### config.mk
export PLATFORM = sky130hd
export DESIGN_NAME = leaf_out_packetizer
export DESIGN_NICKNAME = d
export VERILOG_FILES = /design/src/rtl/bft_pkg.sv /design/src/rtl/leaf_credit_counter.sv /design/src/rtl/leaf_out_packetizer.sv
export SDC_FILE = /design/constraint.sdc
export NUM_CORES = 1
export LEC_CHECK = 0
export CORE_AREA = 8 8 71 104
export CTS_CLUSTER_DIAMETER = 120
export DETAILED_ROUTE_END_ITERATION = 10
export DIE_AREA = 0 0 79 112
export HOLD_SLACK_MARGIN = 0.15
export PLACE_DENSITY = 0.93
export SKIP_CTS_REPAIR_TIMING = 1
export SYNTH_ARGS = -nofsm -noshare
export SYNTH_HDL_FRONTEND = slang
export SYNTH_SLANG_ARGS = --single-unit
export TNS_END_PERCENT = 5
### constraint.sdc
create_clock -name clk -period 4.3 [get_ports clk]
set_input_delay 0.645 -clock clk [delete_from_list [all_inputs] [get_ports clk]]
set_output_delay 0.645 -clock clk [all_outputs]
set_load 0.02 [all_outputs]
### src/rtl/bft_pkg.sv
// Shared BFT packet definitions.
// Holds the packet field layout, the reserved control port, the packetizer
// state encoding and a helper that assembles a valid packet from its fields.
// Packet layout: [48] valid | [47:43] leaf | [42:39] port | [38:32] seq | [31:0] payload.
package bft_pkg;

  localparam int PACKET_BITS   = 49;
  localparam int PAYLOAD_BITS  = 32;
  localparam int NUM_LEAF_BITS = 5;
  localparam int NUM_PORT_BITS = 4;
  localparam int NUM_ADDR_BITS = 7;

  localparam int VALID_BIT = PACKET_BITS - 1;
  localparam int LEAF_LSB  = PAYLOAD_BITS + NUM_ADDR_BITS + NUM_PORT_BITS;
  localparam int PORT_LSB  = PAYLOAD_BITS + NUM_ADDR_BITS;
  localparam int ADDR_LSB  = PAYLOAD_BITS;

  // Port 0 of every leaf carries control traffic (freespace updates).
  localparam logic [NUM_PORT_BITS-1:0] CTRL_PORT = 4'd0;

  typedef enum logic [1:0] {
    ST_IDLE  = 2'd0,
    ST_SEND  = 2'd1,
    ST_STALL = 2'd2
  } pk_state_e;

  // Assemble a valid packet from its fields.
  function automatic logic [PACKET_BITS-1:0] make_packet(
    input logic [NUM_LEAF_BITS-1:0] leaf,
    input logic [NUM_PORT_BITS-1:0] port,
    input logic [NUM_ADDR_BITS-1:0] seq,
    input logic [PAYLOAD_BITS-1:0]  payload
  );
    make_packet = {1'b1, leaf, port, seq, payload};
  endfunction

endpackage

### src/rtl/leaf_credit_counter.sv
// Saturating credit counter.
// Counts the free words in the receiver's buffer: decremented once per packet
// sent, incremented by a fixed amount per freespace update, never exceeding
// the buffer depth. Both may happen in the same cycle.
// Ports:
//   clk    in  clock
//   reset  in  synchronous active-high reset (count returns to MAX_VAL)
//   dec    in  consume one credit (caller guarantees count != 0)
//   inc    in  return INC_VAL credits
//   count  out current credit count (registered)
//   zero   out count == 0 (registered)
module leaf_credit_counter #(
  parameter int CNT_BITS = 8,
  parameter int MAX_VAL  = 128,
  parameter int INC_VAL  = 64
) (
  input  logic                clk,
  input  logic                reset,
  input  logic                dec,
  input  logic                inc,
  output logic [CNT_BITS-1:0] count,
  output logic                zero
);

  // One extra bit so count + INC_VAL cannot wrap before saturation.
  localparam int SUM_BITS = CNT_BITS + 1;
  localparam logic [SUM_BITS-1:0] MAX_W  = SUM_BITS'(MAX_VAL);
  localparam logic [SUM_BITS-1:0] INC_W  = SUM_BITS'(INC_VAL);
  localparam logic [SUM_BITS-1:0] ONE_W  = SUM_BITS'(1);
  localparam logic [SUM_BITS-1:0] ZERO_W = {SUM_BITS{1'b0}};

  logic [CNT_BITS-1:0] count_r;
  logic                zero_r;
  logic [SUM_BITS-1:0] add_s;
  logic [SUM_BITS-1:0] sub_s;
  logic [SUM_BITS-1:0] sum_s;
  logic [CNT_BITS-1:0] count_s;

  assign add_s = inc ? INC_W : ZERO_W;
  assign sub_s = dec ? ONE_W : ZERO_W;
  assign sum_s = {1'b0, count_r} + add_s - sub_s;

  // Clamp the updated count to the buffer depth.
  always_comb begin
    count_s = sum_s[CNT_BITS-1:0];
    if (sum_s > MAX_W) begin
      count_s = MAX_W[CNT_BITS-1:0];
    end else begin
      count_s = sum_s[CNT_BITS-1:0];
    end
  end

  // Credit and zero-flag registers.
  always_ff @(posedge clk) begin
    if (reset) begin
      count_r <= MAX_W[CNT_BITS-1:0];
      zero_r  <= 1'b0;
    end else begin
      count_r <= count_s;
      zero_r  <= (count_s == {CNT_BITS{1'b0}});
    end
  end

  assign count = count_r;
  assign zero  = zero_r;

endmodule

### src/rtl/leaf_out_packetizer.sv
// Leaf output packetizer.
// Wraps each 32-bit word from the user kernel into a BFT packet addressed to a
// fixed leaf/port, spending one receiver-buffer credit per packet. Credits are
// refilled by freespace-update packets arriving on the control port. A packet
// the BFT rejects (resend) is held bit-exact until it is taken.
// Ports:
//   clk                      in   clock
//   reset                    in   synchronous active-high reset
//   din_leaf_user2interface  in   user data word
//   vld_user2interface       in   user word valid
//   ack_interface2user       out  word accepted this cycle (combinational)
//   din_leaf_bft2interface   in   incoming packet (only credit updates used)
//   dout_leaf_interface2bft  out  outgoing packet (registered)
//   resend                   in   BFT rejected the packet presented this cycle
module leaf_out_packetizer
  import bft_pkg::*;
#(
  parameter int                       NUM_BRAM_ADDR_BITS    = 7,
  parameter int                       FREESPACE_UPDATE_SIZE = 64,
  parameter logic [NUM_LEAF_BITS-1:0] DEST_LEAF             = 5'd0,
  parameter logic [NUM_PORT_BITS-1:0] DEST_PORT             = 4'd1
) (
  input  logic                    clk,
  input  logic                    reset,
  input  logic [PAYLOAD_BITS-1:0] din_leaf_user2interface,
  input  logic                    vld_user2interface,
  output logic                    ack_interface2user,
  input  logic [PACKET_BITS-1:0]  din_leaf_bft2interface,
  output logic [PACKET_BITS-1:0]  dout_leaf_interface2bft,
  input  logic                    resend
);

  localparam int CREDIT_BITS = NUM_BRAM_ADDR_BITS + 1;
  localparam logic [CREDIT_BITS-1:0] CREDIT_ONE = CREDIT_BITS'(1);
  localparam logic [PACKET_BITS-1:0] PKT_EMPTY  = {PACKET_BITS{1'b0}};

  pk_state_e               state_r;
  pk_state_e               state_s;
  logic [PACKET_BITS-1:0]  dout_r;
  logic [PACKET_BITS-1:0]  dout_s;
  logic [NUM_ADDR_BITS-1:0] seq_r;
  logic [CREDIT_BITS-1:0]  credit_s;
  logic                    credit_zero_s;
  logic                    slot_free_s;
  logic                    hold_s;
  logic                    update_s;
  logic                    accept_s;
  logic                    din_unused_s;

  // Only the valid bit and port field of incoming packets matter here.
  assign din_unused_s = ^{din_leaf_bft2interface[VALID_BIT-1:PORT_LSB+NUM_PORT_BITS],
                          din_leaf_bft2interface[PORT_LSB-1:0]};

  assign update_s = din_leaf_bft2interface[VALID_BIT] &
                    (din_leaf_bft2interface[PORT_LSB +: NUM_PORT_BITS] == CTRL_PORT);

  // The output slot can take a new packet when it is empty or its packet is leaving.
  assign hold_s      = dout_r[VALID_BIT] & resend;
  assign slot_free_s = ~hold_s;
  assign accept_s    = ~reset & vld_user2interface & ~credit_zero_s & slot_free_s;

  assign ack_interface2user = accept_s;

  leaf_credit_counter #(
    .CNT_BITS (CREDIT_BITS),
    .MAX_VAL  (2 ** NUM_BRAM_ADDR_BITS),
    .INC_VAL  (FREESPACE_UPDATE_SIZE)
  ) u_credit (
    .clk   (clk),
    .reset (reset),
    .dec   (accept_s),
    .inc   (update_s),
    .count (credit_s),
    .zero  (credit_zero_s)
  );

  // Next output packet: new word, held rejected packet, or empty.
  always_comb begin
    dout_s = PKT_EMPTY;
    if (accept_s) begin
      dout_s = make_packet(DEST_LEAF, DEST_PORT, seq_r, din_leaf_user2interface);
    end else if (hold_s) begin
      dout_s = dout_r;
    end else begin
      dout_s = PKT_EMPTY;
    end
  end

  // Next-state logic; STALL is entered when the accepted word spends the last credit.
  always_comb begin
    state_s = state_r;
    case (state_r)
      ST_IDLE, ST_SEND: begin
        if (accept_s) begin
          if ((credit_s == CREDIT_ONE) && !update_s) begin
            state_s = ST_STALL;
          end else begin
            state_s = ST_SEND;
          end
        end else if (hold_s) begin
          state_s = ST_SEND;
        end else begin
          state_s = ST_IDLE;
        end
      end
      ST_STALL: begin
        // A packet still in flight keeps draining while stalled.
        if (update_s) begin
          if (hold_s) begin
            state_s = ST_SEND;
          end else begin
            state_s = ST_IDLE;
          end
        end else begin
          state_s = ST_STALL;
        end
      end
      default: begin
        state_s = ST_IDLE;
      end
    endcase
  end

  // State, output packet and sequence registers.
  always_ff @(posedge clk) begin
    if (reset) begin
      state_r <= ST_IDLE;
      dout_r  <= PKT_EMPTY;
      seq_r   <= 7'd0;
    end else begin
      state_r <= state_s;
      dout_r  <= dout_s;
      if (accept_s) begin
        seq_r <= seq_r + 7'd1;
      end else begin
        seq_r <= seq_r;
      end
    end
  end

  assign dout_leaf_interface2bft = dout_r;

endmodule

==> impl_metrics.env <==
export IMPL_fin_setup_tns_ns=0
export IMPL_pwr_share_seq_pct=39.3
export IMPL_portBuffers=82
export IMPL_rsz0062_at_grt="no"
export IMPL_start_util_pct=38.9
export IMPL_ff_latch_area_mm2=0.00112
export IMPL_pwr_share_comb_pct=42.2
export IMPL_ys_seq_elements=56
export IMPL_die_h_um=112
export IMPL_synth_ff_type="dfxtp_1"
export IMPL_swShare_pct=35.2
export IMPL_ys_types=43
export IMPL_drt_vias_per_instance=5.01
export IMPL_grt_max_degree=46
export IMPL_synth_edf_count=0
export IMPL_cpPeakStageDelay_ns=0.70
export IMPL_leakagePower_uw=0.00125
export IMPL_die_w_um=79
export IMPL_cts_tree="done"
export IMPL_period_needed_ns=3.44
export IMPL_layout_cells_non_filler=371
export IMPL_hold_viol_final=0
export IMPL_htree_levels=2
export IMPL_multi_input_area_mm2=0.00106
export IMPL_cts_buffer_depth=2
export IMPL_cts_sinks=56
export IMPL_rows=35
export IMPL_async_flop_share_pct=0
export IMPL_critical_path_required_ns=3.65
export IMPL_boundaryPins=135
export IMPL_clk_latency_ns=0.30
export IMPL_grt_remaining_overflow=0
export IMPL_worstPathCellList="clkdlybuf4s50_1, or3b_1, a21oi_4, buf_4, clkdlybuf4s50_1"
export IMPL_path_max_fanout=45
export IMPL_layout_drive_gt1_share_pct=7.41
export IMPL_cp_common_cell="clkdlybuf4s50_1"
export IMPL_hold_path_class="flip-flop to flip-flop"
export IMPL_fmax_mhz=291
export IMPL_arrival_ns=2.79
export IMPL_p_sw_uw=533
export IMPL_maxSlewViolCount=0
export IMPL_core_area_mm2=0.00596
export IMPL_period_share_pct=79.9
export IMPL_whs_ns=0.481
export IMPL_drv_cap=0
export IMPL_critPathLaunchType="input port"
export IMPL_dp_cells=363
export IMPL_power_frac_clock_pct=18.6
export IMPL_antenna_found_initial=0
export IMPL_cp_slowest_cell="clkdlybuf4s50_1"
export IMPL_antenna_left=0
export IMPL_endpoint_kind="output port"
export IMPL_fin_skew_ns=0.00994
export IMPL_gp_congestion=0.788
export IMPL_avgSynthCellArea_um2=10.8
export IMPL_yosysSeqAreaShare_pct=48.4
export IMPL_p_per_area_mw_per_mm2=463
export IMPL_layout_nets=392
export IMPL_setup_viol=0
export IMPL_grt_pass1_wl_mm=9.15
export IMPL_dr_pass1_iters=3
export IMPL_root_buffer="clkbuf_8"
export IMPL_drc=0
export IMPL_internal_power_uw=980
export IMPL_crit_type="input port to output port"
export IMPL_status="finished, final reports clean"
export IMPL_dieArea_mm2=0.00885
export IMPL_syn_area_mm2=0.00232
export IMPL_synth_yosys_warnings=0
export IMPL_route_vias_total=1858
export IMPL_grt_pass1_vias=1906
export IMPL_syn_inst=214
export IMPL_wl_per_cell_um=15.4
export IMPL_antenna_cells=0
export IMPL_fillers=516
export IMPL_irDropWorstVdd_mv=0.246
export IMPL_grt_usage_pct=12.6
export IMPL_clkSlewWorstSetupHoldPaths_ns=0.09
export IMPL_drt_total_wl_mm=5.70
export IMPL_detail_route_iter0_violations=82
export IMPL_areaGrowthSynthToFinish_pct=41.0
export IMPL_cts_buffers=5
export IMPL_dpl_hpwl_mm=4.44
cells in the mapped netlist (2+ instances only):
master,number,area [um^2]
a32oi_1,2,17.5
a22o_1,37,324
nor3_1,4,20.0
xnor2_1,5,43.8
inv_1,15,56.3
dfxtp_1,56,1120
nand4_1,3,18.8
xor2_1,4,35.0
a211oi_2,2,25.0
nor2_1,17,63.8
buf_2,3,15.0
nor3b_1,2,15.0
and3_1,2,12.5
clkbuf_1,4,15.0
a21oi_1,3,15.0
nor2b_1,2,12.5
nand2_1,5,18.8
nand2b_1,2,12.5
ha_1,10,125
o2111ai_1,2,17.5
buf_4,10,75.1
o21ai_0,3,15.0
power by group through the flow:
stage | sequential (uW) | combinational, uW | clock, uW
2_1_floorplan | 628 | 446 | 0
3_3_place_gp | 603 | 610 | 0
3_5_place_dp | 606 | 636 | 0
4_1_cts | 594 | 640 | 289
5_1_grt | 600 | 698 | 306
6_report | 594 | 638 | 281
registers in the layout (all words and copies together), names as in the netlist:
name                     flops
dout_leaf_interface2bft     40
seq_r                        7
u_credit.zero                1
u_credit.count               8
per-stage QoR:
step	total power, uW	setup WS [ns]	util (%)	area [um^2]
2_1_floorplan	1070	1.17	-	2340
3_3_place_gp	1210	0.879	53.3	3180
3_5_place_dp	1240	0.827	53.3	3180
4_1_cts	1520	0.835	54.8	3260
5_1_grt	1600	0.776	54.8	3260
6_report	1510	0.862	54.8	3260
cell type report:
class	instances	area share, %
tap	74	2.84
clock buffer	6	2.22
clock inverter	2	0.498
inverter	15	1.72
sequential	56	34.3
timing repair buffer	85	25.8
multi-input combinational	133	32.5
worst max-delay path, delay by kind of cell:
kind / cells / cell delay, ns
simple gates: 1 / 0.40
buf+inv: 3 / 1.58
compound gates: 1 / 0.14
metal layers:
layer  up-vias  part of all wire, %  global-route usage [%]
met1       877                   40                    12.8
li1        916                    -                       -
met3         7                  5.6                    2.50
met5         -                    0                       0
met2        58                   53                    24.0
met4         0                  1.4                    4.10
placed cells by master, fill, tap and decap left out, drive strengths merged, types with 3 or more instances in the layout:
cell and instances:
clkdlybuf4s50 82, dfxtp 56, a22o 37, nor2 17, inv 15, ha 10, conb 8, clkbuf 6
nand2 5, xnor2 5, nor3 5, o21ai 5, xor2 4, a21oi 4, nand4 3, buf 3
or2 3
final timing paths:
path / start / to / slack, ns / cells after the start
worst max-delay path: vld_user2interface / ack_interface2user / 0.86 / 5
worst min register to register: dout_leaf_interface2bft[7] / dout_leaf_interface2bft[7] / 0.48 / 1
worst max register to register: u_credit.zero / u_credit.zero / 1.60 / 12
worst min-delay path: dout_leaf_interface2bft[7] / dout_leaf_interface2bft[7] / 0.48 / 1
cell families after synthesis:
family / Yosys count / share of synthesized area [%]
mux: 1 / 0.432
other cells: 1 / 0.162
fa+ha+maj: 11 / 6.27
compound gates: 60 / 24.4
flops: 56 / 48.4
xor+xnor: 9 / 3.40
buf+inv: 32 / 6.97
simple gates: 44 / 9.94
(Power assumes the default switching activity.)
